--- config.mk ---
export PLATFORM = sky130hd
export DESIGN_NAME = m_unit_arbiter
export DESIGN_NICKNAME = d
export VERILOG_FILES = /design/src/rtl/m_unit_arbiter.sv
export SDC_FILE = /design/constraint.sdc
export NUM_CORES = 1
export LEC_CHECK = 0
export ABC_CLOCK_PERIOD_IN_PS = 1500
export BUFFER_PORTS_ARGS = -buffer_cell sky130_fd_sc_hd__buf_4
export CAP_MARGIN = 20
export CORE_AREA = 3 3 142 144
export CTS_BUF_LIST = sky130_fd_sc_hd__clkbuf_4 sky130_fd_sc_hd__clkbuf_8 sky130_fd_sc_hd__clkbuf_16
export CTS_CLUSTER_SIZE = 20
export DETAILED_ROUTE_END_ITERATION = 6
export DIE_AREA = 0 0 145 147
export GPL_TIMING_DRIVEN = 0
export SLEW_MARGIN = 20
export SYNTH_ARGS = -nofsm -noshare
export SYNTH_HDL_FRONTEND = slang
export SYNTH_SLANG_ARGS = --single-unit
--- constraint.sdc ---
create_clock -name clk -period 1.5 [get_ports clk]
set_input_delay 0.15 -clock clk [delete_from_list [all_inputs] [get_ports clk]]
set_output_delay 0.15 -clock clk [all_outputs]
set_load 0.01 [all_outputs]
--- src/rtl/m_unit_arbiter.sv ---
// m_unit_arbiter: round-robin arbiter sharing one PCPI M-extension unit among NUM_REQ requesters.
// Define M_ARB_TIMEOUT_EN to add the BUSY watchdog (TIMEOUT_CYCLES) with DRAIN recovery.
module m_unit_arbiter #(
   parameter int NUM_REQ        = 2,
   parameter int TIMEOUT_CYCLES = 64
) (
   input  logic                  clk,
   input  logic                  reset,
   input  logic [NUM_REQ-1:0]    req_valid,
   input  logic [NUM_REQ*32-1:0] req_insn,
   input  logic [NUM_REQ*32-1:0] req_rs1,
   input  logic [NUM_REQ*32-1:0] req_rs2,
   output logic [NUM_REQ-1:0]    req_ready,
   output logic [NUM_REQ-1:0]    req_wr,
   output logic [NUM_REQ-1:0]    req_busy,
   output logic [31:0]           req_rd,
   output logic                  m_valid,
   output logic [31:0]           m_insn,
   output logic [31:0]           m_rs1,
   output logic [31:0]           m_rs2,
   input  logic                  m_ready,
   input  logic                  m_wr,
   input  logic [31:0]           m_rd,
   input  logic                  m_busy,
   output logic                  timeout_err
);
   localparam int IW = $clog2(NUM_REQ);
   typedef enum logic [1:0] {IDLE, BUSY, RESP, DRAIN} state_t;
   state_t state;
   logic [IW-1:0] ptr, gnt, off, pick;
   logic [IW:0] sum;
   logic [NUM_REQ-1:0] elig, rot, gnt_oh;
   logic [2*NUM_REQ-1:0] dbl;
   logic [31:0] insn_a [NUM_REQ];
   logic [31:0] rs1_a [NUM_REQ];
   logic [31:0] rs2_a [NUM_REQ];
   logic [31:0] rd;
   logic wr;
   if (NUM_REQ < 2 || NUM_REQ > 8 || TIMEOUT_CYCLES < 1 || TIMEOUT_CYCLES > 128) begin : g_bad_cfg
      $error("m_unit_arbiter: unsupported parameter values");
   end
   genvar i;
   for (i = 0; i < NUM_REQ; i++) begin : g_req
      assign insn_a[i] = req_insn[32*i +: 32];
      assign rs1_a[i]  = req_rs1[32*i +: 32];
      assign rs2_a[i]  = req_rs2[32*i +: 32];
      assign elig[i]   = req_valid[i] && insn_a[i][6:0] == 7'b0110011 && insn_a[i][31:25] == 7'b0000001;
   end
   // Rotate eligibility so bit 0 is ptr; the lowest set bit is then the round-robin winner.
   assign dbl = {elig, elig} >> ptr;
   assign rot = dbl[NUM_REQ-1:0];
   always_comb begin
      off = '0;
      for (int k = NUM_REQ - 1; k >= 0; k--)
         if (rot[k]) off = IW'(k);
   end
   assign sum  = {1'b0, ptr} + {1'b0, off};
   assign pick = IW'(sum >= (IW+1)'(NUM_REQ) ? sum - (IW+1)'(NUM_REQ) : sum);
   assign gnt_oh    = NUM_REQ'(1) << gnt;
   assign m_insn    = insn_a[gnt];
   assign m_rs1     = rs1_a[gnt];
   assign m_rs2     = rs2_a[gnt];
   assign req_ready = (state == RESP) ? gnt_oh : '0;
   assign req_wr    = (state == RESP && wr) ? gnt_oh : '0;
   assign req_busy  = (state == BUSY || state == DRAIN) ? gnt_oh : '0;
   assign req_rd    = (state == RESP) ? rd : '0;
`ifdef M_ARB_TIMEOUT_EN
   logic [6:0] cnt;
   logic to_flag;
   assign timeout_err = (state == RESP) && to_flag;
`else
   assign timeout_err = 1'b0;
`endif
   always_ff @(posedge clk) begin
      if (reset) begin
         state   <= IDLE;
         ptr     <= '0;
         gnt     <= '0;
         m_valid <= 1'b0;
         rd      <= '0;
         wr      <= 1'b0;
`ifdef M_ARB_TIMEOUT_EN
         cnt     <= '0;
         to_flag <= 1'b0;
`endif
      end else begin
         case (state)
            IDLE: if (|rot) begin
               gnt     <= pick;
               m_valid <= 1'b1;
               state   <= BUSY;
`ifdef M_ARB_TIMEOUT_EN
               cnt     <= '0;
               to_flag <= 1'b0;
`endif
            end
            BUSY: begin
               if (m_ready) begin
                  rd      <= m_rd;
                  wr      <= m_wr;
                  m_valid <= 1'b0;
                  state   <= RESP;
               end
`ifdef M_ARB_TIMEOUT_EN
               else if (cnt == 7'(TIMEOUT_CYCLES - 1)) begin
                  rd      <= '0;
                  wr      <= 1'b0;
                  to_flag <= 1'b1;
                  m_valid <= 1'b0;
                  state   <= RESP;
               end else cnt <= cnt + 7'd1;
`endif
            end
            RESP: begin
               ptr   <= (gnt == IW'(NUM_REQ - 1)) ? '0 : gnt + 1'b1;
`ifdef M_ARB_TIMEOUT_EN
               state <= DRAIN;
`else
               state <= IDLE;
`endif
            end
            default: if (!m_busy && !m_ready) state <= IDLE;
         endcase
      end
   end
endmodule
==> results.json <==
{
  "crit_path_end_kind": "primary output",
  "maxCapViolCount": 0,
  "fin_util_pct": 41.53,
  "drive_gt1_share_pct": 76.95,
  "clockBufferDepth": 2,
  "wire_per_inst_um": 22.38,
  "drt_iter0_drc": 186,
  "setup_viol": 126,
  "slew_headroom_pct": 58.36,
  "placed_cell_area_mm2": 0.006013,
  "preCtsSetupSlack_ns": -0.8253,
  "finalClockSkew_ns": 0.008093,
  "portBuffers": 365,
  "ir_worst_vdd_v": 0.0003477,
  "synth_edf_count": 0,
  "grt_pass1_vias": 4464,
  "placeableCoreArea_mm2": 0.01883,
  "critPathLaunch": "gnt$_SDFFE_PP0P_",
  "cts_sinks": 38,
  "total_power_uw": 3542,
  "ant_nets": 0,
  "tightestPinTransition_ns": 0.6245,
  "grtUsageTotal_pct": 19.72,
  "dieArea_mm2": 0.02132,
  "boundaryPins": 367,
  "cp.arrival_ns": 1.52,
  "initial_core_util_pct": 15.65,
  "viasPerCell": 4.166,
  "die-width_um": 145,
  "antenna_found_initial": 6,
  "rsz0062_at_grt": "true",
  "place_congestion": 0.8557,
  "syn_to_final_growth_pct": 165.3,
  "endpoint": "m_rs2[12]",
  "cp.required_ns": 1.35,
  "drc": 0,
  "crit_fanout": 8,
  "grt_pass1_wl_um": 31140,
  "path_class": "flip-flop to primary output",
  "rows": 50,
  "clock-root-buffer": "clkbuf_16",
  "synth.net_count": 581,
  "clock_latency_ns": 0.28,
  "synth_most_common_cell": "mux2_2",
  "synth_common_cells": "mux2_2, nand2_1, dfxtp_1",
  "fin_crit_ns": 1.670,
  "synthTopCellsByArea": "mux2_2, dfxtp_1, nand2_1",
  "netlist_area_mm2": 0.002948,
  "violations": "setup timing",
  "outcome": "complete, but fails checks",
  "ctsHtreeMaxLevel": 2,
  "p_leak_uw": 0.003619,
  "avgSynthCellArea_um2": 8.520,
  "vias": 4195,
  "fmax_ghz": 0.5986,
  "clk_pin_slew_ns": 0.06,
  "power.density_mw_per_mm2": 452.9,
  "yosysTopAreaCell": "mux2_2",
  "die_h_um": 147,
  "synth.distinct_cells": 37,
  "yosysWarningCount": 0,
  "r2r_cells": 7,
  "firstDrtPassIters": 4,
  "synth_flop_cell": "dfxtp_1",
  "yosysTopAreaCellShare_pct": 36.67,
  "final_cell_area_mm2": 0.007820,
  "numCtsBuffers": 5,
  "hpwl_um": 18150,
  "hold_violations": 0,
  "drv_slew": 0,
  "synthesis.instances": 346,
  "r2r-start": "state[0]$_SDFFE_PP0P_",
  "timing.final.crit_share_pct": 111.4,
  "ff2ff_setup_slack_ns": 0,
  "globalRoute.totalOverflow": 0,
  "cts_tree": "yes",
  "cp-start-kind": "flip-flop",
  "wl_um": 22530,
  "grt_max_degree": 14,
  "synth-seq-area-share_pct": 25.81,
  "holdBufCountCts": 0,
  "r2r_end": "state[1]$_SDFFE_PP0P_",
  "async_flop_share_pct": 0,
  "layout_setup_ws_ns": -0.1705,
  "nets": 976,
  "hold_path.class": "input port to flip-flop",
  "ys_ff_latch": 38
}
what timing repair did:
| item | CTS | global route |
|---|---|---|
| pin swaps | 18 | 8 |
| setup buffers | 9 | 7 |
| endpoints found under the setup margin | 171 | 165 |
| resized for setup | 289 | 67 |
| gates cloned | 11 | 0 |
| endpoints found under the hold margin | 0 | 0 |
registers in the layout, indices dropped and copies added (netlist names):
signal   count
state        2
gnt          1
rd          32
m_valid      1
ptr          1
wr           1
critical path, cell delays in order, from the launching register on:
cell       delay, ns
dfxtp_4         0.41
clkbuf_16       0.20
clkbuf_16       0.16
mux2_4          0.32
buf_6           0.13
worst min-delay path by stage:
stage	start	endpoint	slack [ns]	cells after the start
2_1_floorplan	m_rd[0]	rd[0]$_SDFFE_PP0P_	0.29	2
3_3_place_gp	m_rd[21]	rd[21]$_SDFFE_PP0P_	0.40	3
3_5_place_dp	m_rd[29]	rd[29]$_SDFFE_PP0P_	0.41	3
4_1_cts	m_rd[22]	rd[22]$_SDFFE_PP0P_	0.11	3
5_1_grt	m_rd[19]	rd[19]$_SDFFE_PP0P_	0.11	3
6_report	m_rd[10]	rd[10]$_SDFFE_PP0P_	0.11	3
per-layer routing:
metal	global-route usage, %	vias to the layer above	wire, um
met3	7.002	20	1964
met5	0	-	7
met1	22.82	1986	8774
met2	34.44	196	11340
li1	-	1991	-
met4	5.748	2	449
layout by cell type, fill, tap and decap left out, types with 3 or more instances in the layout:
cell	count
buf_6	121
nor2_1	3
buf_8	4
ha_4	4
buf_12	4
mux2_4	78
a21oi_1	35
buf_4	259
and2_4	35
clkbuf_16	24
nand2_1	68
dfxtp_1	35
buf_1	4
mux2_2	18
diode_2	5
clkbuf_4	3
or3_1	3
cell families after synthesis:
logic type	synth area share [%]
flip-flops	25.81
other	0.1272
adder cells (fa/ha/maj)	1.698
buffers and inverters	3.947
multiplexers	36.67
AND/OR/NAND/NOR	22.79
AO/OA/AOI/OAI	8.956
where the power goes:
part	total, uW	internal (uW)	switching [uW]
Combinational	1150	768	380
Sequential	1010	1010	0.0322
Clock	1390	956	432
Total	3540	2730	812
layout make-up:
class	instances	area, um^2
repair buffers	391	3607
flip-flops and latches	38	769.5
well taps	260	325.3
plain buffers	23	352.8
diodes	5	12.51
clock inverters	3	68.82
multi-input cells	278	2539
clock buffers	5	125.1
inverters	4	20.02
fillers	1883	11010
stage by stage:
stage | hold WS [ns] | std cells | TNS [ns]
after global placement | 0.4022 | 971 | -81.05
after floorplan | 0.2860 | 346 | 0
after global routing | 0.1143 | 1007 | -18.91
after detailed placement | 0.4097 | 971 | -82.15
after CTS | 0.1056 | 998 | -17.32
final | 0.1124 | 1007 | -13.38
Power figures use the tool's default switching activity.
